### src/rtl/mem_port_arbiter.sv
`timescale 1ns/1ps
`default_nettype none
// ============================================================================
// Module   : mem_port_arbiter
// Purpose  : Shares one single-port synchronous memory (1-cycle read latency)
//            between the instruction-fetch port and the load/store data port.
//            At most one access is granted per cycle. The data port wins ties,
//            but a fetch that has lost MAX_WAIT times in a row is forced
//            through. Read data is routed back to whichever port issued the read.
// Ports    : clk, rst_n                      - clock, async active-low reset
//            if_req/if_addr/if_gnt           - fetch request side
//            if_rvalid/if_rdata              - fetch response side
//            d_req/d_we/d_be/d_addr/d_wdata  - data request side
//            d_gnt/d_rvalid/d_rdata          - data grant / load response
//            mem_en/mem_we/mem_be/mem_addr/mem_wdata/mem_rdata - memory side
// Revision : 1.0 - initial release
// ============================================================================
module mem_port_arbiter #(
    parameter int DATA_WIDTH = 32,
    parameter int ADDR_WIDTH = 32,
    parameter int MAX_WAIT   = 4
) (
    input  logic                    clk,
    input  logic                    rst_n,
    input  logic                    if_req,
    input  logic [ADDR_WIDTH-1:0]   if_addr,
    output logic                    if_gnt,
    output logic                    if_rvalid,
    output logic [DATA_WIDTH-1:0]   if_rdata,
    input  logic                    d_req,
    input  logic                    d_we,
    input  logic [DATA_WIDTH/8-1:0] d_be,
    input  logic [ADDR_WIDTH-1:0]   d_addr,
    input  logic [DATA_WIDTH-1:0]   d_wdata,
    output logic                    d_gnt,
    output logic                    d_rvalid,
    output logic [DATA_WIDTH-1:0]   d_rdata,
    output logic                    mem_en,
    output logic                    mem_we,
    output logic [DATA_WIDTH/8-1:0] mem_be,
    output logic [ADDR_WIDTH-1:0]   mem_addr,
    output logic [DATA_WIDTH-1:0]   mem_wdata,
    input  logic [DATA_WIDTH-1:0]   mem_rdata
);

    localparam int WAIT_W = (MAX_WAIT < 2) ? 1 : $clog2(MAX_WAIT + 1);
    localparam logic [WAIT_W-1:0] C_MAX_WAIT = WAIT_W'(MAX_WAIT);

    // Response owner encoding
    localparam logic [1:0] S_NONE = 2'd0;
    localparam logic [1:0] S_IF   = 2'd1;
    localparam logic [1:0] S_D    = 2'd2;

    logic [WAIT_W-1:0] r_wait_cnt;
    logic [1:0]        r_rsp_owner;
    logic [1:0]        w_rsp_owner_nxt;
    logic              w_starved;
    logic              w_if_arb;
    logic              w_d_arb;
    logic              w_if_gnt;
    logic              w_d_gnt;

    // Arbitration. w_*_arb drive internal state; the reset-gated w_*_gnt
    // copies drive the ports so every output reads 0 while rst_n is low,
    // without putting the async reset onto any flop data path.
    assign w_starved = (r_wait_cnt == C_MAX_WAIT);
    assign w_if_arb  = if_req & (~d_req | w_starved);
    assign w_d_arb   = d_req & ~w_if_arb;
    assign w_if_gnt  = rst_n & w_if_arb;
    assign w_d_gnt   = rst_n & w_d_arb;

    assign if_gnt = w_if_gnt;
    assign d_gnt  = w_d_gnt;

    // Memory request mux; idle cycles drive every mem_* output to 0.
    always_comb begin
        mem_en    = 1'b0;
        mem_we    = 1'b0;
        mem_be    = '0;
        mem_addr  = '0;
        mem_wdata = '0;
        if (w_if_gnt) begin
            mem_en   = 1'b1;
            mem_addr = if_addr;
        end else if (w_d_gnt) begin
            mem_en    = 1'b1;
            mem_we    = d_we;
            mem_be    = d_we ? d_be : '0;
            mem_addr  = d_addr;
            mem_wdata = d_wdata;
        end
    end

    // Consecutive cycles a pending fetch has been passed over.
    always_ff @(posedge clk or negedge rst_n) begin
        if (!rst_n) begin
            r_wait_cnt <= '0;
        end else if (if_req && !w_if_arb) begin
            if (!w_starved) begin
                r_wait_cnt <= r_wait_cnt + 1'b1;
            end
        end else begin
            r_wait_cnt <= '0;
        end
    end

    // Response FSM: state register
    always_ff @(posedge clk or negedge rst_n) begin
        if (!rst_n) begin
            r_rsp_owner <= S_NONE;
        end else begin
            r_rsp_owner <= w_rsp_owner_nxt;
        end
    end

    // Response FSM: next state (memory answers one cycle after a read grant)
    always_comb begin
        w_rsp_owner_nxt = S_NONE;
        if (w_if_arb) begin
            w_rsp_owner_nxt = S_IF;
        end else if (w_d_arb && !d_we) begin
            w_rsp_owner_nxt = S_D;
        end
    end

    // Response FSM: outputs
    always_comb begin
        if_rvalid = (r_rsp_owner == S_IF);
        d_rvalid  = (r_rsp_owner == S_D);
        if_rdata  = if_rvalid ? mem_rdata : '0;
        d_rdata   = d_rvalid  ? mem_rdata : '0;
    end

endmodule
`default_nettype wire

### config.mk
export PLATFORM = sky130hd
export DESIGN_NAME = mem_port_arbiter
export DESIGN_NICKNAME = d
export VERILOG_FILES = /design/src/rtl/mem_port_arbiter.sv
export SDC_FILE = /design/constraint.sdc
export NUM_CORES = 1
export LEC_CHECK = 0
export BUFFER_PORTS_ARGS = -buffer_cell sky130_fd_sc_hd__buf_2
export CAP_MARGIN = 20
export CORE_AREA = 5 5 103 105
export CTS_BUF_LIST = sky130_fd_sc_hd__clkbuf_16
export DETAILED_ROUTE_END_ITERATION = 12
export DIE_AREA = 0 0 108 110
export SYNTH_ARGS = -nofsm -noshare
export SYNTH_HDL_FRONTEND = slang
export SYNTH_SLANG_ARGS = --single-unit
### constraint.sdc
create_clock -name clk -period 3.6 [get_ports clk]
set_input_delay 0.18 -clock clk [delete_from_list [all_inputs] [get_ports clk]]
set_output_delay 0.18 -clock clk [all_outputs]
set_load 0.1 [all_outputs]
## Yosys cells after proc, flatten, opt, wreduce, memory -nomap -nowiden

Cells that the tools add are included.

- Register bits after elaboration: 5
- Bits of input ports: 137
- Output and inout port bits: 138

- $add $sub $neg: 1
- Equality and inequality tests: 4
- Multiplexer cells: 17
- Bitwise operators: 7
- Reduce and logical (&&, ||, !) cells: 4

Operator list:

| cell | number |
|---|---|
| $mux W32 | 6 |
| $mux W4 | 3 |
| $mux W3 | 2 |
| $and A1 B1 Y1 | 4 |
| $mux W1 | 4 |
| $mux W2 | 2 |
| $add A3 B1 Y3 const B | 1 |
| $eq A3 B3 Y1 const B | 1 |
| $eq A2 B1 Y1 const B | 1 |
| $eq A2 B2 Y1 const B | 1 |
| $logic_and A1 B1 Y1 | 2 |
| $logic_not A1 Y1 | 2 |
| $ne A2 B2 Y1 const B | 1 |
| $not A1 Y1 | 2 |
| $or A1 B1 Y1 | 1 |

## Longest topological paths before layout

- Word-level depth: 8
- Depth in mapped cells: 6
- Gate-level depth less buffers: 5

## Least setup slack after synthesis

Ideal clock, no wire load.

- Kind: reg-to-output
- Start: reg r_rsp_owner[0]
- End: out d_rdata[22]
- Arrival: 2.441 ns
- Required time: 3.420 ns
- Slack: 0.979 ns
- Stages on the path, launching flop included: 4
- Buffers on the path: 1
- Cells stage by stage: dfrtp_1 nor2b_1 clkbuf_1 and2_1

- Longest elaborated chain between the ends: 2

RTL lines:

| element | RTL line | text |
|---|---|---|
| start, declared | 55 | `logic [1:0] r_rsp_owner;` |
| start signal, assigned | 112 | `r_rsp_owner <= w_rsp_owner_nxt;` |
| $eq A2 B2 Y1 | 129 | `d_rvalid = (r_rsp_owner == S_D);` |
| net d_rvalid | 36 | `output logic d_rvalid,` |
| $mux W32 | 131 | `d_rdata = d_rvalid ? mem_rdata : '0;` |
| end, declared | 37 | `output logic [DATA_WIDTH-1:0] d_rdata,` |

The timed path passes the listed nets, and every way through them passes these cells.

## Final worst setup path

- Start: in rst_n
- End: out mem_addr[28]

- Longest elaborated chain between the ends: 3

RTL lines:

| element | RTL line | text |
|---|---|---|
| start, declared | 24 | `input logic rst_n,` |
| $and A1 B1 Y1 | 70 | `assign w_d_gnt = rst_n & w_d_arb;` |
| $mux W32 | 85 | `end else if (w_d_gnt) begin` |
| $mux W32 * | 82 | `if (w_if_gnt) begin` |
| end, declared | 41 | `output logic [ADDR_WIDTH-1:0] mem_addr,` |

Every way passes the cells marked *; elsewhere a longest branch is shown, timed or not.

==> results.sh <==
export IMPL_netlist_cell_type_count=20
export IMPL_place_congestion=0.866
export IMPL_vias=2255
export IMPL_post_cts_resized=0
export IMPL_synth_top_area_share_pct=48.0
export IMPL_hold_class="input pin to flop"
export IMPL_maxCapViolations=0
export IMPL_post_route_cell_area_sq_um=2860
export IMPL_synthTopCellsByArea="and2_1 48%, a22o_1 22%, dfrtp_1 9.9%"
export IMPL_synth_edf_count=0
export IMPL_drive_gt1_share_pct=64.1
export IMPL_outcome="completed"
export IMPL_yosysWarnings=0
export IMPL_routed_wl_mm=8.09
export IMPL_peakVddDrop_mv=0.163
export IMPL_nNetsFinal=583
export IMPL_worst_setup_path_end_kind="output pin"
export IMPL_ys_top_cells_by_count="97 x and2_1, 32 x a22o_1, 7 x buf_2"
export IMPL_grt_ovfl_total=0
export IMPL_clock_root_buffer="clkbuf_16"
export IMPL_power_density_nw_per_um2=335
export IMPL_worstMarginPinSlew_ns=0.592
export IMPL_drt_iter0_drc=117
export IMPL_multi_input_area_sq_um=1060
export IMPL_clock_path_buffers=2
export IMPL_critPathKind="input pin to output pin"
export IMPL_netlist_area_sq_um=1260
export IMPL_rows=36
export IMPL_pwr_share_comb_pct=74.9
export IMPL_grt_pass1_vias=2234
export IMPL_wl_per_cell_um=14.1
export IMPL_regArea_sq_um=125
export IMPL_fmax_mhz=396
export IMPL_cts_tree="built"
export IMPL_grt_use_met3_pct=4.14
export IMPL_rsz0062_at_grt="false"
export IMPL_use_met2_pct=20.9
export IMPL_die_area_sq_um=11900
export IMPL_area_delta_synth_final_pct=126
export IMPL_io_buffers=274
export IMPL_p_sw_uw=618
export IMPL_ys_async_sr_fraction_pct=100
export IMPL_ys_seq_area_share_pct=9.89
export IMPL_p_int_uw=340
export IMPL_avgViaCountPerCell=3.91
export IMPL_finalSetupViolCount=0
export IMPL_ant_nets=0
export IMPL_finalCriticalPeriod_ns=2.52
export IMPL_avgSynthCellArea_sq_um=7.19
export IMPL_diodes=0
export IMPL_first_pass_iters=4
export IMPL_layout_worst_path_cycle_share_pct=70.1
export IMPL_hold_viol_final=0
export IMPL_grt_pass1_wl_mm=10.8
export IMPL_p_seq_share_pct=6.3
export IMPL_placed_area_sq_um=2770
export IMPL_drc_errors=0
export IMPL_worst_path_max_fanout=70
export IMPL_arrival_ns=2.34
export IMPL_dp_hpwl_mm=7.29
export IMPL_synth_seq_cells=5
export IMPL_cts_buffers=3
export IMPL_coreArea_sq_um=9550
export IMPL_p_clk_share_pct=18.8
export IMPL_fin_setup_tns_ns=0
export IMPL_clock_sinks=5
export IMPL_switching_share_pct=64.5
export IMPL_start_util_pct=13.2
export IMPL_clock_latency_ns=0.23
export IMPL_slew_viol_final=0
export IMPL_syn_nets=315
export IMPL_grt_start_max_net_pins=71
export IMPL_worst_setup_path_start_kind="input pin"
export IMPL_leakagePower_nw=1.86
export IMPL_ys_flop_type="dfrtp_1"
export IMPL_max_slew_margin_pct=60.6
export IMPL_postCtsSetupRepairBufs=0
export IMPL_dieHeight_um=110
export IMPL_htreeDepth=1
export IMPL_yosysMostFrequentCell="and2_1"
export IMPL_fin_worst_skew_ns=0.00185
export IMPL_die_x_um=108
export IMPL_required_ns=3.42
export IMPL_path_clk_slew_ns=0.03
export IMPL_yosysTopAreaCell="and2_1"
export IMPL_netlist_instances=176
export IMPL_num_fill_cells=1051
export IMPL_grtUsageMet1_pct=11.9
export IMPL_top_usage_layer="met2"
export IMPL_grt_usage_pct=11.2
export IMPL_ios=275
export IMPL_antenna_found_initial=1
## flip-flops by register name (all words and copies together) (netlist names)
register,cells
r_wait_cnt,3
r_rsp_owner,2
## through the flow
| stage | hold WS (ns) | total power [mW] | utilization [%] | setup WS [ns] | std cells |
|---|---|---|---|---|---|
| floorplan | -0.116 | 0.625 | - | 0.979 | 176 |
| global placement | 0.0152 | 0.778 | 29.0 | 1.43 | 571 |
| detailed placement | 0.0186 | 0.779 | 29.0 | 1.38 | 571 |
| CTS | 0.213 | 0.965 | 29.9 | 1.07 | 576 |
| global route | 0.224 | 0.991 | 29.9 | 0.948 | 576 |
| finish | 0.198 | 0.957 | 29.9 | 1.08 | 576 |
## routing by layer
layer,wire length (um),share of wire (%)
met5,7,0.086
met4,72,0.89
met3,1200,15
met1,2820,35
met2,4000,49
## power by group through the flow
stage	registers [mW]	clock network [mW]	logic [mW]
2_1_floorplan	0.0604	0	0.565
3_3_place_gp	0.0606	0	0.717
3_5_place_dp	0.0608	0	0.719
4_1_cts	0.0600	0.185	0.720
5_1_grt	0.0602	0.189	0.742
6_report	0.0600	0.180	0.717
## repair_timing
item	in CTS	in global routing
hold buffers	1	0
hold endpoints to repair	5	0
endpoints found under the setup margin	0	0
## worst paths after layout
kind,startpoint,to,slack (ns),cells after the start
min in group asynchronous,rst_n,r_wait_cnt[2]$_DFFE_PN0P_,0.31,2
setup / recovery,rst_n,mem_addr[28],1.08,7
max in group asynchronous,rst_n,r_wait_cnt[1]$_DFFE_PN0P_,3.14,2
hold reg to reg,r_wait_cnt[0]$_DFFE_PN0P_,r_wait_cnt[0]$_DFFE_PN0P_,0.46,1
setup reg to reg,r_wait_cnt[0]$_DFFE_PN0P_,r_rsp_owner[1]$_DFF_PN0_,2.38,5
hold / removal,d_we,r_rsp_owner[1]$_DFF_PN0_,0.20,2
## logic make-up (layout without fill, tap and decap cells)
group	count (synthesis)	after routing	share of synthesized area, %
mux	1	1	0.791
compound gates	35	35	25.1
fa+ha+maj	2	2	1.98
buf+inv	20	287	7.12
simple gates	113	113	55.1
flops	5	5	9.89
## cell type report
type / instances / area share (%)
Clock buffer: 3 / 2.63
Clock inverter: 1 / 0.131
Inverter: 4 / 0.526
Multi-Input combinational cell: 151 / 37.1
Sequential cell: 5 / 4.38
Tap cell: 133 / 5.83
Timing Repair Buffer: 279 / 49.4
## critical path, cell delays in order
cell	delay [ns]
dlygate4sd3_1	0.52
buf_2	0.18
nand2_1	0.11
a31oi_4	0.14
buf_4	0.48
a22o_1	0.25
buf_2	0.43
## layout by cell type (no fill, tap or decap)
| master | Yosys | layout |
|---|---|---|
| ha_1 | 2 | 2 |
| mux2i_1 | 1 | 1 |
| and4_1 | 1 | 1 |
| buf_4 | 1 | 4 |
| a21oi_1 | 1 | 1 |
| buf_2 | 7 | 274 |
| dlygate4sd3_1 | 0 | 1 |
| nor3b_1 | 2 | 2 |
| and2_1 | 97 | 97 |
| inv_1 | 4 | 5 |
| a211oi_4 | 1 | 1 |
| nor2b_1 | 2 | 2 |
| clkbuf_16 | 0 | 3 |
| and3_1 | 4 | 4 |
| nand2_2 | 1 | 1 |
| dfrtp_1 | 5 | 5 |
| a22o_1 | 32 | 32 |
| nor2_1 | 4 | 4 |
| nand2_1 | 2 | 2 |
| a31oi_4 | 0 | 1 |
(Power assumes the default switching activity.)
